<file path="src/rtl/wb_stage_pkg.sv">
// Shared types and encodings for the writeback stage.
// Optional feature macro: WB_BYPASS_EN (rd write-port bypass to decode).
package wb_stage_pkg;

    localparam int WB_XLEN = 64;

    localparam logic [2:0] F3_LB  = 3'b000;
    localparam logic [2:0] F3_LH  = 3'b001;
    localparam logic [2:0] F3_LW  = 3'b010;
    localparam logic [2:0] F3_LD  = 3'b011;
    localparam logic [2:0] F3_LBU = 3'b100;
    localparam logic [2:0] F3_LHU = 3'b101;
    localparam logic [2:0] F3_LWU = 3'b110;

    localparam logic [0:0] ST_IDLE      = 1'b0;
    localparam logic [0:0] ST_LOAD_WAIT = 1'b1;

    typedef struct packed {
        logic [4:0]         rd;
        logic               wen;
        logic [2:0]         funct3;
        logic [2:0]         addr;
        logic [WB_XLEN-1:0] pc;
    } load_ctx_t;

endpackage

</file>
<file path="src/rtl/wb_stage_load_ext.sv">
// Load data alignment, sign/zero extension and misalignment detection.
// Part of wb_stage (optional macro WB_BYPASS_EN does not affect this file).
module load_ext
    import wb_stage_pkg::*;
(
    input  logic [2:0]         funct3_i,
    input  logic [2:0]         addr_i,
    input  logic [WB_XLEN-1:0] rdata_i,
    output logic [WB_XLEN-1:0] data_o,
    output logic               mis_o
);

    logic [WB_XLEN-1:0] sh;

    assign sh = rdata_i >> {addr_i, 3'b000};

    always_comb begin
        data_o = sh;
        mis_o  = 1'b0;
        unique case (funct3_i)
            F3_LB:  data_o = {{56{sh[7]}}, sh[7:0]};
            F3_LBU: data_o = {56'd0, sh[7:0]};
            F3_LH: begin
                data_o = {{48{sh[15]}}, sh[15:0]};
                mis_o  = addr_i[0];
            end
            F3_LHU: begin
                data_o = {48'd0, sh[15:0]};
                mis_o  = addr_i[0];
            end
            F3_LW: begin
                data_o = {{32{sh[31]}}, sh[31:0]};
                mis_o  = |addr_i[1:0];
            end
            F3_LWU: begin
                data_o = {32'd0, sh[31:0]};
                mis_o  = |addr_i[1:0];
            end
            // LD, and the reserved 111 encoding handled as LD
            default: begin
                data_o = sh;
                mis_o  = |addr_i;
            end
        endcase
    end

endmodule

</file>
<file path="src/rtl/wb_stage.sv">
// Writeback stage: result/load retirement, busy scoreboard, commit pulse.
// Optional macro WB_BYPASS_EN: forward the rd write port to decode sources.
module wb_stage
    import wb_stage_pkg::*;
#(
    parameter int XLEN = WB_XLEN
) (
    input  logic            clk,
    input  logic            rst,
    input  logic            in_valid,
    output logic            in_ready,
    input  logic [4:0]      in_rd,
    input  logic            in_rd_wen,
    input  logic            in_is_load,
    input  logic [2:0]      in_funct3,
    input  logic [XLEN-1:0] in_result,
    input  logic [XLEN-1:0] in_pc,
    input  logic            mem_rvalid,
    input  logic [XLEN-1:0] mem_rdata,
    input  logic            iss_valid,
    input  logic [4:0]      iss_rd,
    input  logic            iss_rd_wen,
    input  logic [4:0]      iss_rs1,
    input  logic [4:0]      iss_rs2,
    output logic            rs1_busy,
    output logic            rs2_busy,
    output logic            rs1_fwd_valid,
    output logic [XLEN-1:0] rs1_fwd_data,
    output logic            rs2_fwd_valid,
    output logic [XLEN-1:0] rs2_fwd_data,
    output logic [4:0]      rd,
    output logic            rd_wen,
    output logic [XLEN-1:0] x_rd,
    output logic            commit_valid,
    output logic [XLEN-1:0] commit_pc,
    output logic            load_misalign
);

    logic [0:0]      state_q, state_d;
    load_ctx_t       ld_q, ld_d;
    logic            ready_q, ready_d;
    logic [4:0]      rd_q, rd_d;
    logic            rd_wen_q, rd_wen_d;
    logic [XLEN-1:0] x_rd_q, x_rd_d;
    logic [XLEN-1:0] pc_q, pc_d;
    logic            commit_q, commit_d;
    logic            mis_q, mis_d;
    logic [31:0]     busy_q, busy_d;
    logic [XLEN-1:0] ext_data;
    logic            ext_mis;
    logic            accept;

    load_ext u_load_ext (
        .funct3_i (ld_q.funct3),
        .addr_i   (ld_q.addr),
        .rdata_i  (mem_rdata),
        .data_o   (ext_data),
        .mis_o    (ext_mis)
    );

    // ready_q is low only out of reset and while a load is outstanding
    assign accept = in_valid & ready_q;

    always_comb begin
        state_d  = state_q;
        ld_d     = ld_q;
        rd_d     = rd_q;
        x_rd_d   = x_rd_q;
        pc_d     = pc_q;
        rd_wen_d = 1'b0;
        commit_d = 1'b0;
        mis_d    = 1'b0;
        unique case (1'b1)
            state_q == ST_IDLE: begin
                if (accept && in_is_load) begin
                    ld_d.rd     = in_rd;
                    ld_d.wen    = in_rd_wen;
                    ld_d.funct3 = in_funct3;
                    ld_d.addr   = in_result[2:0];
                    ld_d.pc     = in_pc;
                    state_d     = ST_LOAD_WAIT;
                end else if (accept) begin
                    rd_d     = in_rd;
                    rd_wen_d = in_rd_wen & (|in_rd);
                    x_rd_d   = in_result;
                    pc_d     = in_pc;
                    commit_d = 1'b1;
                end
            end
            state_q == ST_LOAD_WAIT: begin
                if (mem_rvalid) begin
                    state_d  = ST_IDLE;
                    rd_d     = ld_q.rd;
                    pc_d     = ld_q.pc;
                    commit_d = 1'b1;
                    mis_d    = ext_mis;
                    rd_wen_d = ld_q.wen & (|ld_q.rd) & ~ext_mis;
                    if (!ext_mis) begin
                        x_rd_d = ext_data;
                    end
                end
            end
            default: state_d = ST_IDLE;
        endcase
    end

    assign ready_d = (state_d == ST_IDLE);

    // clear on retirement first so a same-cycle reissue keeps the bit set
    always_comb begin
        busy_d = busy_q;
        if (commit_q) begin
            busy_d[rd_q] = 1'b0;
        end
        if (iss_valid && iss_rd_wen) begin
            busy_d[iss_rd] = 1'b1;
        end
        busy_d[0] = 1'b0;
    end

    always_ff @(posedge clk or negedge rst) begin
        if (!rst) begin
            state_q  <= ST_IDLE;
            ld_q     <= '0;
            ready_q  <= 1'b0;
            rd_q     <= '0;
            rd_wen_q <= 1'b0;
            x_rd_q   <= '0;
            pc_q     <= '0;
            commit_q <= 1'b0;
            mis_q    <= 1'b0;
            busy_q   <= '0;
        end else begin
            state_q  <= state_d;
            ld_q     <= ld_d;
            ready_q  <= ready_d;
            rd_q     <= rd_d;
            rd_wen_q <= rd_wen_d;
            x_rd_q   <= x_rd_d;
            pc_q     <= pc_d;
            commit_q <= commit_d;
            mis_q    <= mis_d;
            busy_q   <= busy_d;
        end
    end

    assign in_ready      = ready_q;
    assign rd            = rd_q;
    assign rd_wen        = rd_wen_q;
    assign x_rd          = x_rd_q;
    assign commit_valid  = commit_q;
    assign commit_pc     = pc_q;
    assign load_misalign = mis_q;

`ifdef WB_BYPASS_EN
    assign rs1_fwd_valid = rd_wen_q & (|rd_q) & (rd_q == iss_rs1);
    assign rs2_fwd_valid = rd_wen_q & (|rd_q) & (rd_q == iss_rs2);
    assign rs1_fwd_data  = x_rd_q;
    assign rs2_fwd_data  = x_rd_q;
    assign rs1_busy      = busy_q[iss_rs1] & ~rs1_fwd_valid;
    assign rs2_busy      = busy_q[iss_rs2] & ~rs2_fwd_valid;
`else
    assign rs1_fwd_valid = 1'b0;
    assign rs2_fwd_valid = 1'b0;
    assign rs1_fwd_data  = '0;
    assign rs2_fwd_data  = '0;
    assign rs1_busy      = busy_q[iss_rs1];
    assign rs2_busy      = busy_q[iss_rs2];
`endif

endmodule

</file>
<file path="config.mk">
export PLATFORM = sky130hd
export DESIGN_NAME = wb_stage
export DESIGN_NICKNAME = d
export VERILOG_FILES = /design/src/rtl/wb_stage_pkg.sv /design/src/rtl/wb_stage_load_ext.sv /design/src/rtl/wb_stage.sv
export SDC_FILE = /design/constraint.sdc
export NUM_CORES = 1
export LEC_CHECK = 0
export BUFFER_PORTS_ARGS = -buffer_cell sky130_fd_sc_hd__buf_2
export CAP_MARGIN = 10
export CELL_PAD_IN_SITES_DETAIL_PLACEMENT = 1
export CELL_PAD_IN_SITES_GLOBAL_PLACEMENT = 1
export CORE_AREA = 2 2 206 208
export CTS_CLUSTER_SIZE = 20
export DETAILED_ROUTE_END_ITERATION = 12
export DIE_AREA = 0 0 208 210
export PLACE_DENSITY_LB_ADDON = 0.1
export SETUP_SLACK_MARGIN = 0.4
export SYNTH_ARGS = -nofsm -noshare
export SYNTH_HDL_FRONTEND = slang
export SYNTH_SLANG_ARGS = --single-unit
</file>
<file path="constraint.sdc">
create_clock -name clk -period 2.9 [get_ports clk]
set_clock_uncertainty 0.05 [all_clocks]
set_input_delay 0.725 -clock clk [delete_from_list [all_inputs] [get_ports clk]]
set_output_delay 0.725 -clock clk [all_outputs]
set_load 0.1 [all_outputs]
</file>
Word level (Yosys, flattened, before mapping)
Cells that the tools add are included.
- flip-flop bits (word level): 245
- input port bits: 223
- word-level logic and storage cells: 93
- output and inout port bits: 269
- order comparisons: 6
- equal/unequal tests: 9
- shift operators: 1
- bitwise logic cells: 10
- muxes and demuxes: 38
- reduce and logical (&&, ||, !) cells: 15
- operators by type and width (kind ; count):
    $mux W64 ; 7
    $pmux W64 S6 ; 1
    $pmux W64 S2 ; 2
    $mux W32 ; 2
    $shr A64 B6 Y64 ; 1
    $and A32 B32 Y32 ; 1
    $not A32 Y32 ; 1
    $or A32 B32 Y32 ; 1
    $lt A5 B6 Y1 const B ; 4
    $mux W5 ; 3
    $mux W1 ; 14
    $bmux W1 S5 ; 2
    $demux W1 S5 ; 2
    $ge A5 B1 Y1 const B ; 2
    $pmux W5 S2 ; 1
    $reduce_or A5 Y1 ; 2
    $eq A3 B3 Y1 const B ; 3
    $ne A2 B2 Y1 const B ; 4
    $reduce_or A2 Y1 ; 4
    $pmux W1 S2 ; 3
    $and A1 B1 Y1 ; 4
    $logic_and A1 B1 Y1 ; 4
    $reduce_and A4 Y1 ; 1
    $eq A3 B1 Y1 const B ; 1
    7 further kinds ; 9

Longest topological paths before layout
- depth in word-level cells: 9
- mapped depth: 11
- mapped depth without buffers: 6

Modules after synthesis
A second synthesis with hierarchy kept.
- cell total of the unflattened synthesis: 1395
- area total of the unflattened synthesis: 14122.3 um2
- modules (own cells, without submodules) (module ; area an instance (um2) ; sequential area each (um2) ; cells an instance ; times used):
    wb_stage ; 11957.7 ; 6130.9 ; 1089 ; 1
    load_ext ; 2164.6 ; 0.0 ; 306 ; 1

Least setup slack after synthesis
No wires, ideal clock.
- path type: input port to output port
- start point: in iss_rs1[0]
- end point: out rs1_busy
- data required time: 2.125 ns
- stages: 4
- arrival: 2.409 ns
- path buffers: 1
- setup slack: -0.284 ns
- path through: buf_2 > mux4_2 > mux4_2 > mux2_2
- cells in the longest elaborated chain, start to end: 2
- RTL lines (what ; line ; source):
    start: declaration ; wb_stage.sv:23 ; input logic [4:0] iss_rs1,
    $bmux W1 S5 ; wb_stage.sv:167 ; assign rs1_busy = busy_q[iss_rs1];
    $mux W1 (not written as such) ; wb_stage.sv:167 ;
    end: declaration ; wb_stage.sv:25 ; output logic rs1_busy,
No other way between the ends. The select of a mux whose other input is x is not followed.

Final worst setup path
- start point: reg busy_q[27]
- end point: out rs1_busy
- cells in the longest elaborated chain, start to end: 2
- RTL lines (what ; line ; source):
    start: declaration ; wb_stage.sv:48 ; logic [31:0] busy_q, busy_d;
    start signal: assignment ; wb_stage.sv:143 ; busy_q <= busy_d;
    $bmux W1 S5 ; wb_stage.sv:167 ;
    $mux W1 (not written as such) ; wb_stage.sv:167 ;
No other way between the ends. The select of a mux whose other input is x is not followed.

==> run metrics <==
mapped cell area=13900 sq um; sequential area share after synthesis=44.0%; clock slew at the register clock pins of the worst setup and hold paths=0.06 ns; maximum ir drop on the vdd rail=0.644 mV; vias after detailed routing=11.5k; CTS root buf=clkbuf_16; core box area=41500 sq um; total power per unit cell area=1300 nW/um^2; initial drt markers=548; final worst slack=-0.305 ns; synth unique cells=57; leading cell types by total area after synthesis=dfrtp_1 44%, mux2i_1 9.0%, mux2_2 8.9%, buf_4 7.3%, o21ai_0 5.3%; top_reg_cell synth=dfrtp_1; average cell area after synthesis=10.3 sq um; DP Wirelength=36600 um; critical path type=reg2out; Max Freq=0.312 GHz; worst hold slack across all endpoints=0.0358 ns; floorplan die area=43700 sq um; startpoint of the most critical register-to-register path=ld_q[65]; signal arrival time at the worst endpoint=2.43 ns; I/O pins=492; result of the run=finished, violations left; Worst-Skew Late Latency=0.59 ns; remaining global-route overflow=0; number of maximum-capacitance constraint violations=0; combined global-route utilization of all metal layers=21.9%; number of flops mapped to enable cells by yosys=0; setup violators final=2; count of fill cells added during filler insertion=4801; data required time at the worst endpoint=2.12 ns; TritonCTS buffer count=30; drt pass-1 iters=5; wire length the detailed router placed on met1=21600 um; effective utilization at floorplan=33.6%; Relative slew margins=48.0%; last weighted congestion value of the routability-driven placer=0.867; asr flop ratio synth=100%; unrepaired setup endpoints after global routing=true; initial antenna violation count=27; clk sink count=245; CTS H-tree lvls=1; share of Yosys cell area claimed by the top area cell type=44.0%; minimum clock period after layout=3.21 ns; count of synthesis-stage warnings from yosys=0; Die Height=210 um; relative area change from synthesis to final layout=22.6%; class of the worst hold path=in2async; TritonCTS clock tree=built; slew at the pin with the worst max-slew slack=0.780 ns; number of rows in the core area=75; wire length on met2=23200 um; wire length of the first global-routing pass=74200 um; via count of the first global-routing pass=11.9k; Critical Path Source=busy_q[27]; met3 layer wire length in the routed design=3380 um; Final Max Slew Viols=0; number of hold buffers added after CTS=0; Final #Nets=1913; antenna-violating nets left=0; cell area after placement=15900 sq um; final wirelength=49400 um; routed via count divided by cell count=5.09; endpoint type of the worst setup path=primary output; number of hold-slack violations in the final timing report=0; fin crit share=111%; area taken by multi-input logic gates=6870 sq um; Max Buffers Root-to-Sink=3; Buffers on Ports=361; Die W=208 um; synthesized instance count=1347; FF+latch area=6140 sq um; pin count of the biggest net entering global routing=163; violations in the final reports=setup timing; biggest area consumer among synthesized cells=dfrtp_1; fraction of layout instances using a drive strength above 1=36.6%; routed wirelength normalized by instance count=21.8 um; number of remaining DRC errors=0; leak pwr=7.89 nW; startpoint type of the worst setup path=flip-flop; post-route cell area=17100 sq um; post-placement worst setup slack=-0.478 ns; top routing layer in use=met5; post-synthesis sequential element count=245; biggest fanout along the worst timing path=3
[layout make-up]
class,instances,share of cell area (%)
Multi-Input combinational cell,1002,40.2
Sequential cell,245,35.9
Timing Repair Buffer,405,13.4
Clock buffer,40,5.03
Tap cell,539,3.95
Clock inverter,13,1.11
Antenna cell,14,0.205
Inverter,6,0.132
[through the flow]
stage / util, % / cells / setup TNS [ns] / total power [W]
after floorplan: - / 1476 / -0.121 / 0.0157
after detailed placement: 38.4 / 2195 / -0.954 / 0.0182
final: 41.2 / 2264 / -0.603 / 0.0222
after CTS: 41.0 / 2248 / -0.677 / 0.0223
after global placement: 38.4 / 2195 / -0.867 / 0.0180
after global routing: 41.2 / 2264 / -0.727 / 0.0232
[placed cells by master, fill, tap and decap left out, types with 6 or more instances in the layout]
cell type / n
nor4_1: 8
clkinv_2: 8
o21ai_0: 147
o31ai_1: 6
clkbuf_16: 30
diode_2: 14
o21ai_1: 8
buf_4: 37
a222oi_1: 6
nand2_1: 150
conb_1: 130
mux2_2: 108
mux4_2: 25
or2_2: 7
buf_2: 356
a21oi_1: 97
nor2_1: 37
a31oi_1: 6
nand3b_1: 10
mux2i_1: 125
a22oi_1: 16
dfrtp_1: 241
a211oi_1: 8
clkbuf_8: 7
buf_12: 10
o22ai_1: 48
[state kept, by name, summed over array words and instances, names as in the netlist]
name / cells
x_rd: 64
state_q: 1
rd: 5
load_misalign: 1
busy_q: 31
ld_q: 76
commit_valid: 1
commit_pc: 64
rd_wen: 1
in_ready: 1
[synth_stat cells (all sizes together) (2+ instances only)]
library cell,number
nand4,2
a211oi,9
o21a,2
o22ai,50
clkbuf,42
mux2,112
and2,2
mux2i,125
and3b,2
nand2b,2
a21oi,97
a22o,3
or2,8
a22oi,16
nand3,4
nor2,38
or3b,4
a222oi,6
a311oi,7
inv,5
buf,181
nand2,150
o21ai,156
dfrtp,245
nor4,10
a31oi,6
nor3,5
o31ai,8
nand3b,10
mux4,25
or3,3
[logic make-up after synthesis]
group / share of synthesized area (%)
AOI/OAI and AO/OA: 15.3
buffers and inverters: 10.5
DFF: 44.0
muxes: 22.1
other: 0.0269
and+or+nand+nor: 8.01
[final timing paths]
kind / slack [ns] / cells past startpoint / endpoint
max in group asynchronous: 2.05 / 2 / busy_q[21]
worst max-delay path: -0.31 / 4 / rs1_busy
min in group clk: 0.31 / 2 / ld_q[67]
worst min register to register: 0.42 / 2 / commit_pc[0]
worst min-delay path: 0.04 / 1 / x_rd[37]
worst max register to register: 0.47 / 7 / x_rd[37]
[routing by layer]
layer / vias to the layer above / GRT usage (%)
met1: 5754 / 29.1
met5: - / 0
li1: 5320 / -
met4: 20 / 7.34
met3: 81 / 5.88
met2: 345 / 34.7
[where the power goes]
| part | switching (W) | internal [W] |
|---|---|---|
| combinational | 0.00974 | 0.00269 |
| clock | 0.00156 | 0.00242 |
| sequential | 0.00100 | 0.00476 |
| total | 0.0123 | 0.00987 |
[worst max-delay path: stages (launching register included)]
cell and delay [ns]:
dfrtp_1 0.40, mux4_2 0.49, mux4_2 0.49, mux2_4 0.30, buf_12 0.17
[what timing repair did]
| action | 4_1_cts | 5_1_grt |
|---|---|---|
| endpoints found under the hold margin | 0 | 0 |
| pin swaps | 0 | 1 |
| endpoints found under the setup margin | 5 | 16 |
| buffers inserted | 0 | 2 |
| resized for setup | 12 | 3 |
No activity file was read; power rests on OpenSTA's default activity.
